`src/rtl/cmd_pkg.sv`:
```
// -----------------------------------------------------------------------------
// cmd_pkg
// Shared definitions for the button command encoder and the command FSM it
// feeds: encoder state encoding and the 2-bit command codes.
// -----------------------------------------------------------------------------
package cmd_pkg;

    typedef enum logic [1:0] {
        IDLE,
        CHORD,
        EMIT,
        WAIT_REL
    } enc_state_t;

    localparam logic [1:0] CMD_NONE = 2'b00;
    localparam logic [1:0] CMD_A    = 2'b01;
    localparam logic [1:0] CMD_B    = 2'b10;
    localparam logic [1:0] CMD_AB   = 2'b11;

endpackage

```
`src/rtl/debouncer.sv`:
```
// -----------------------------------------------------------------------------
// debouncer
// Brings one asynchronous raw button into the clock domain through a 2-FF
// synchronizer, then accepts a new level only after it has been seen on the
// synchronized signal for DEBOUNCE_CYCLES consecutive cycles.
//
// Ports:
//   clk    in   system clock, rising edge
//   reset  in   synchronous, active-high; clears synchronizer, level, counter
//   raw    in   asynchronous raw button (1 = pressed)
//   db     out  debounced, accepted button level
// -----------------------------------------------------------------------------
module debouncer #(
    parameter int DEBOUNCE_CYCLES = 4
) (
    input  logic clk,
    input  logic reset,
    input  logic raw,
    output logic db
);

    localparam int CW = $clog2(DEBOUNCE_CYCLES + 1);
    localparam logic [CW-1:0] CNT_LAST = CW'(DEBOUNCE_CYCLES - 1);

    logic          s1;
    logic          s2;
    logic [CW-1:0] cnt;

    always_ff @(posedge clk) begin
        if (reset) begin
            s1  <= 1'b0;
            s2  <= 1'b0;
            db  <= 1'b0;
            cnt <= '0;
        end else begin
            s1 <= raw;
            s2 <= s1;
            // cnt counts consecutive mismatching cycles; any agreement restarts
            // it, so a short glitch can never reach CNT_LAST. It tops out at
            // CNT_LAST and is cleared there, so it never wraps.
            if (s2 == db) begin
                cnt <= '0;
            end else if (cnt == CNT_LAST) begin
                db  <= s2;
                cnt <= '0;
            end else begin
                cnt <= cnt + CW'(1);
            end
        end
    end

endmodule

```
`src/rtl/button_cmd_encoder.sv`:
```
// -----------------------------------------------------------------------------
// button_cmd_encoder
// Input stage for the 2-bit command FSM. Debounces two push-buttons, merges
// presses that land within a short window into a chord, and emits exactly one
// single-cycle command per press gesture. A new gesture is only possible once
// both buttons are released.
//
// Ports:
//   clk        in   system clock, rising edge
//   reset      in   synchronous, active-high; returns everything to idle
//   btn_raw    in   [1:0] raw buttons, bit0 = A, bit1 = B, 1 = pressed
//   cmd        out  [1:0] 00 idle; 01/10/11 for one cycle per gesture
//   cmd_valid  out  high exactly when cmd != 00
//   busy       out  high whenever a gesture is in progress or awaiting release
// -----------------------------------------------------------------------------
module button_cmd_encoder
    import cmd_pkg::*;
#(
    parameter int DEBOUNCE_CYCLES = 4,
    parameter int CHORD_CYCLES    = 2
) (
    input  logic       clk,
    input  logic       reset,
    input  logic [1:0] btn_raw,
    output logic [1:0] cmd,
    output logic       cmd_valid,
    output logic       busy
);

    localparam int TW = $clog2(CHORD_CYCLES + 1);
    localparam logic [TW-1:0] TMR_LAST = TW'(CHORD_CYCLES - 1);

    logic [1:0]    db;
    enc_state_t    state;
    enc_state_t    state_nx;
    logic [1:0]    code_q;
    logic [1:0]    code_nx;
    logic [TW-1:0] tmr;
    logic [TW-1:0] tmr_nx;
    logic [1:0]    merged;

    debouncer #(.DEBOUNCE_CYCLES(DEBOUNCE_CYCLES)) u_db_a (
        .clk   (clk),
        .reset (reset),
        .raw   (btn_raw[0]),
        .db    (db[0])
    );

    debouncer #(.DEBOUNCE_CYCLES(DEBOUNCE_CYCLES)) u_db_b (
        .clk   (clk),
        .reset (reset),
        .raw   (btn_raw[1]),
        .db    (db[1])
    );

    always_ff @(posedge clk) begin
        if (reset) begin
            state  <= IDLE;
            code_q <= CMD_NONE;
            tmr    <= '0;
        end else begin
            state  <= state_nx;
            code_q <= code_nx;
            tmr    <= tmr_nx;
        end
    end

    always_comb begin
        state_nx = state;
        code_nx  = code_q;
        tmr_nx   = tmr;
        merged   = code_q | db;

        case (state)
            IDLE: begin
                if (db == CMD_AB) begin
                    code_nx  = CMD_AB;
                    state_nx = EMIT;
                end else if (db != CMD_NONE) begin
                    code_nx  = db;
                    tmr_nx   = '0;
                    state_nx = CHORD;
                end
            end
            CHORD: begin
                // Code only accumulates: a release inside the window keeps
                // the already-latched button in the gesture.
                code_nx = merged;
                if (merged == CMD_AB || tmr == TMR_LAST) begin
                    state_nx = EMIT;
                end else begin
                    tmr_nx = tmr + TW'(1);
                end
            end
            EMIT: begin
                state_nx = WAIT_REL;
            end
            WAIT_REL: begin
                if (db == CMD_NONE) begin
                    state_nx = IDLE;
                end
            end
            default: begin
                state_nx = IDLE;
            end
        endcase
    end

    // Outputs come from registered state only; no path from btn_raw.
    assign cmd       = (state == EMIT) ? code_q : CMD_NONE;
    assign cmd_valid = (state == EMIT);
    assign busy      = (state != IDLE);

endmodule

```
`config.mk`:
```
export PLATFORM = sky130hd
export DESIGN_NAME = button_cmd_encoder
export DESIGN_NICKNAME = d
export VERILOG_FILES = /design/src/rtl/cmd_pkg.sv /design/src/rtl/debouncer.sv /design/src/rtl/button_cmd_encoder.sv
export SDC_FILE = /design/constraint.sdc
export NUM_CORES = 1
export LEC_CHECK = 0
export CAP_MARGIN = 30
export CELL_PAD_IN_SITES_DETAIL_PLACEMENT = 1
export CELL_PAD_IN_SITES_GLOBAL_PLACEMENT = 1
export CORE_AREA = 2 2 47 49
export DETAILED_ROUTE_END_ITERATION = 10
export DIE_AREA = 0 0 49 51
export DONT_BUFFER_PORTS = 1
export PLACE_DENSITY = 0.72
export SYNTH_ARGS = -nofsm -noshare
export SYNTH_HDL_FRONTEND = slang
export SYNTH_HIERARCHICAL = 1
export SYNTH_SLANG_ARGS = --single-unit
```
`constraint.sdc`:
```
create_clock -name clk -period 1.9 [get_ports clk]
set_clock_uncertainty 0.15 [all_clocks]
set_input_delay 0.38 -clock clk [delete_from_list [all_inputs] [get_ports clk]]
set_output_delay 0.38 -clock clk [all_outputs]
set_load 0.01 [all_outputs]
```
# Yosys cells after proc, flatten, opt, wreduce, memory -nomap -nowiden
# Cells that the tools add are included.
[word_totals] input_bits=4 reg_bits=18 output_inout_bits=4 wordCells=59
[classes] mux=13 n_eq_ne=16 add_sub_neg=3 reduce_logical=13 bitwise=3
[op_table] op="$mux 2" n=10
[op_table] op="$ne 2x2->1 const B" n=5
[op_table] op="$eq 2x2->1 const B" n=4
[op_table] op="$pmux 2 s2" n=2
[op_table] op="$pmux 2 s4" n=1
[op_table] op="$add 3x1->3 const B" n=2
[op_table] op="$eq 3x2->1 const B" n=2
[op_table] op="$reduce_and 2->1" n=3
[op_table] op="$reduce_bool 2->1" n=3
[op_table] op="$reduce_or 3->1" n=2
[op_table] op="$eq 2x1->1 const B" n=2
[op_table] op="$logic_not 2->1" n=2
[op_table] op="$reduce_and 4->1" n=1
[op_table] op="$ne 3x3->1 const B" n=1
[op_table] op="$reduce_and 3->1" n=1
[op_table] op="$add 2x1->2 const B" n=1
[op_table] op="$eq 1x1->1" n=2
[op_table] op="$not 1->1" n=2
[op_table] op="$or 2x2->2" n=1
[op_table] op="$logic_or 1x1->1" n=1

# Depth between registers and ports, before layout
[depth] depth_word=5 mapped_depth=6 mapped_depth_nobuf=6

# Hierarchy
# Netlist, hierarchy kept.
[by_module_without_submodules] module="button_cmd_encoder" area_each_um2=439.2 instances=1 seq_area_each_um2=120.1 cells_per_inst=52
[by_module_without_submodules] module="debouncer" area_each_um2=211.5 instances=2 seq_area_each_um2=120.1 cells_per_inst=17

# Least setup slack after synthesis
# No wires, ideal clock.
[synth_path] path_kind="reg-to-reg" startpoint="register state[0]" endpoint="register tmr[0]" setup_ps=74 path_slack_ps=206 synth_period_minus_slack_ps=1694 path_buffers=0 arrival_ps=1470 t_required_ps=1676 path_stages_with_launch=7 path_cell_list="dfxtp_1 inv_1 ha_1 inv_1 nor2_1 or4b_1 a31oi_1"
[synth_via] elab_chain_cells=3 word_cells_on_any_way=8 cone_classes="4 x eq/ne; 1 x mux; 3 x reduce/logical"
[synth_lines] item="from (decl)" line="button_cmd_encoder.sv:34" text="enc_state_t state;"
[synth_lines] item="from (signal assigned)" line="button_cmd_encoder.sv:62" text="state <= state_nx;"
[synth_lines] item="$eq 2x1->1 / $logic_not 2->1 (equally long branches)" line="button_cmd_encoder.sv:74" text="case (state)"
[synth_lines] item="$ne 2x2->1 (no source line) / $reduce_bool 2->1 (equally long branches)"
[synth_lines] item="$reduce_and 4->1 (no source line)"
[synth_lines] item="to (signal assigned)" line="button_cmd_encoder.sv:64" text="tmr <= tmr_nx;"
[synth_lines] item="to (decl)" line="button_cmd_encoder.sv:38" text="logic [TW-1:0] tmr;"
# Parallel ways exist; a longest one is shown, timed or not.
# A chain may end at the register's enable or synchronous reset.

# Final worst setup path
[layout_path] startpoint="register state[0]" endpoint="output port cmd[1]"
[layout_via] elab_chain_cells=2
[layout_lines] item="$eq 2x2->1"
[layout_lines] item="net cmd_valid" line="button_cmd_encoder.sv:26" text="output logic cmd_valid,"
[layout_lines] item="$mux 2" line="button_cmd_encoder.sv:110" text="assign cmd = (state == EMIT) ? code_q : CMD_NONE;"
[layout_lines] item="to (decl)" line="button_cmd_encoder.sv:25" text="output logic [1:0] cmd,"
# The timed path passes the listed nets, and every way through them passes these cells.

==> metrics.yaml <==
logic_synthesis:
  syn-mean-instance-area_um2: 10.02
  yosysWarningCount: 6
  synth_edf_count: 0
  ys_ff_latch: 18
  synthArstFlopShare_pct: 0
  yosysUniqueCellTypes: 30
  ys_seq_area_share_pct: 41.80
  synth_cells: 86
  synth_fp_nets: 100
  ys.flop_type: "dfxtp_1"
  syn-cell-area_um2: 862.1
global_routing:
  grt_max_degree: 15
  grt_pass1_wl_mm: 2.808
  grt_antenna_before_repair: 0
  grt_overflow: 0
  grt_usage_pct: 15.44
  grt_pass1_vias: 595
layout:
  num-nets-final: 110
  final_cell_mix: "dfxtp_1 (17), ha_1 (10), inv_1 (7)"
  mostFrequentLayoutCell: "dfxtp_1"
  drive_above_1_share_pct: 12.63
  regArea_um2: 361.6
  fill_cells: 252
  fin_area_um2: 975.9
  n_antenna_cell: 0
  multiInputGateArea_um2: 456.7
  area_growth_pct: 13.21
power_and_ir_drop:
  p_int_mw: 0.6408
  p_seq_share_pct: 44.3
  combPwrFrac_pct: 30.3
  vdd_drop_max_mv: 0.6537
  p_switching_mw: 0.3083
  sw_frac_of_total_pct: 32.48
  powerDensity_nw_per_um2: 972.5
  p_clk_share_pct: 25.5
  p_leak_nw: 0.3898
drt:
  wl_mm: 1.743
  antenna_left: 0
  vias: 649
  viasPerCell: 5.276
  route.detailed.drc: 0
  wl_per_cell_um: 14.17
  drt-initial-drc-count: 7
  dr.pass1.iters: 4
status:
  outcome: "complete, no violations"
timing:
  final_hold_viol_count: 0
  fin_ws_ns: 0.06393
  worstMarginPinSlew_ns: 0.5808
  period_share_pct: 96.64
  finalMaxSlewViolations: 0
  setup_viol: 0
  slew_headroom_pct: 61.15
  fmax_mhz: 544.6
  min_period_ns: 1.836
hold_path:
  holdCritStartpoint: "reset"
  hold_path.class: "in -> reg"
floorplanning:
  rows: 17
  fp.dieH_um: 51
  die_w_um: 49
  coreArea_um2: 2063
  ios: 8
  die-area_um2: 2499
  start_util_pct: 41.78
critical_path:
  path_max_fanout: 4
  setup.worst_path.start: "state[0]"
  r2r_cells: 4
  r2r_start: "u_db_b/db"
  critPathLaunchType: "register"
  r2r-end: "tmr[0]"
  worstSetupEndpoint: "cmd[1]"
  endpoint_kind: "output pin"
  rrSetupSlack_ns: 0.11
  path_class: "reg -> out"
  crit_required_ns: 1.37
  cp.arrival_ns: 1.31
cts:
  clock_latency_ns: 0.30
  cts.sink_count: 18
  path_clk_slew_ns: 0.12
  cts_buffers: 3
  htreeDepth: 1
  cts_tree: "yes"
  cts_buffer_depth: 2
  cts-root-buf: "clkbuf_4"
place:
  port_buffers: 0
  dp_slack_ns: 0.1242
  dpl.hpwl_mm: 1.223
  gp_congestion: 0.7439
  dpl-instance-area_um2: 900.9
run:
  maxCapViolations: 0
-- registers in the layout, summed over array words and instances, names as in the netlist --
register,count
tmr,2
u_db_a/s2,1
state,2
u_db_a/s1,1
u_db_b/s1,1
u_db_a/cnt,3
code_q,2
u_db_b/s2,1
u_db_b/cnt,3
u_db_a/db,1
u_db_b/db,1
-- routing by layer --
metal / part of all wire, % / vias to the layer above / global-route usage, %
met2: 49 / 8 / 26.71
met1: 46 / 312 / 17.70
met3: 2.6 / 5 / 3.509
met4: 2.2 / 0 / 8.571
met5: 0 / - / 0
li1: - / 324 / -
-- logic make-up after synthesis --
kind of cell / share of synthesized area (%)
xor gates and xnor gates: 3.048
AOI/OAI and AO/OA: 9.144
DFF: 41.80
adders and majority gates: 14.51
and+or+nand+nor: 23.95
muxes: 2.322
buffers and inverters: 5.226
-- per-stage QoR --
stage               utilization [%]  setup TNS [ns]  power [mW]  std cells  hold WS (ns)
detailed placement            43.66               0      0.6819        115        0.2717
floorplan                         -               0      0.6022         86        0.2537
global placement              43.66               0      0.6741        115        0.2611
global route                  47.30       -0.006487       1.011        123      0.006971
finish                        47.30               0      0.9491        123     0.0006305
CTS                           46.39               0      0.9322        121     0.0001584
-- Yosys cell counts, types with 2 or more instances --
| cell | number | area share, % |
|---|---|---|
| mux2i_1 | 2 | 2.3 |
| o21ai_0 | 5 | 2.9 |
| nand3_1 | 3 | 1.7 |
| xnor2_1 | 2 | 2.0 |
| nor4b_2 | 2 | 3.5 |
| a21oi_1 | 2 | 1.2 |
| nor4_1 | 4 | 2.9 |
| dfxtp_1 | 18 | 42 |
| nor3_1 | 2 | 1.2 |
| nor2b_1 | 4 | 2.9 |
| inv_1 | 7 | 3.0 |
| nor2_1 | 5 | 2.2 |
| and2_1 | 2 | 1.5 |
| ha_1 | 10 | 15 |
| a31oi_1 | 2 | 1.5 |
| nor4b_1 | 2 | 2.0 |
-- power by group through the flow --
stage	combinational (mW)	clock, mW	sequential, mW
detailed placement	0.255	0	0.427
CTS	0.267	0.246	0.419
global route	0.329	0.259	0.424
global placement	0.250	0	0.424
floorplan	0.181	0	0.422
finish	0.287	0.242	0.420
-- timing repair --
action                                 in CTS  in global routing
gates resized for setup                     0                  1
hold buffers                                2                  1
setup buffers                               0                  1
setup endpoints to repair                   0                  4
endpoints found under the hold margin      14                  1
-- final cells by class --
cell class              count  area share, %
flip-flops and latches     18          37.05
inverters                   7          2.692
well taps                  28          3.590
repair buffers              7          6.154
clock buffers               4          3.718
multi-input cells          59          46.79
-- worst max-delay path: stages, from the launching register on --
cell and delay, ns:
dfxtp_2 0.36, inv_1 0.10, ha_1 0.30, and2_1 0.24
-- how the worst min path moves through the flow --
stage                          to  slack [ns]  cells after the start
finish                   state[0]      0.0006                      1
global route             state[0]       0.007                      1
CTS                     code_q[0]      0.0002                      1
floorplan           u_db_a/cnt[0]        0.25                      1
global placement    u_db_a/cnt[0]        0.26                      1
detailed placement  u_db_b/cnt[0]        0.27                      1
Note: power is estimated with default switching activity, not from simulation.
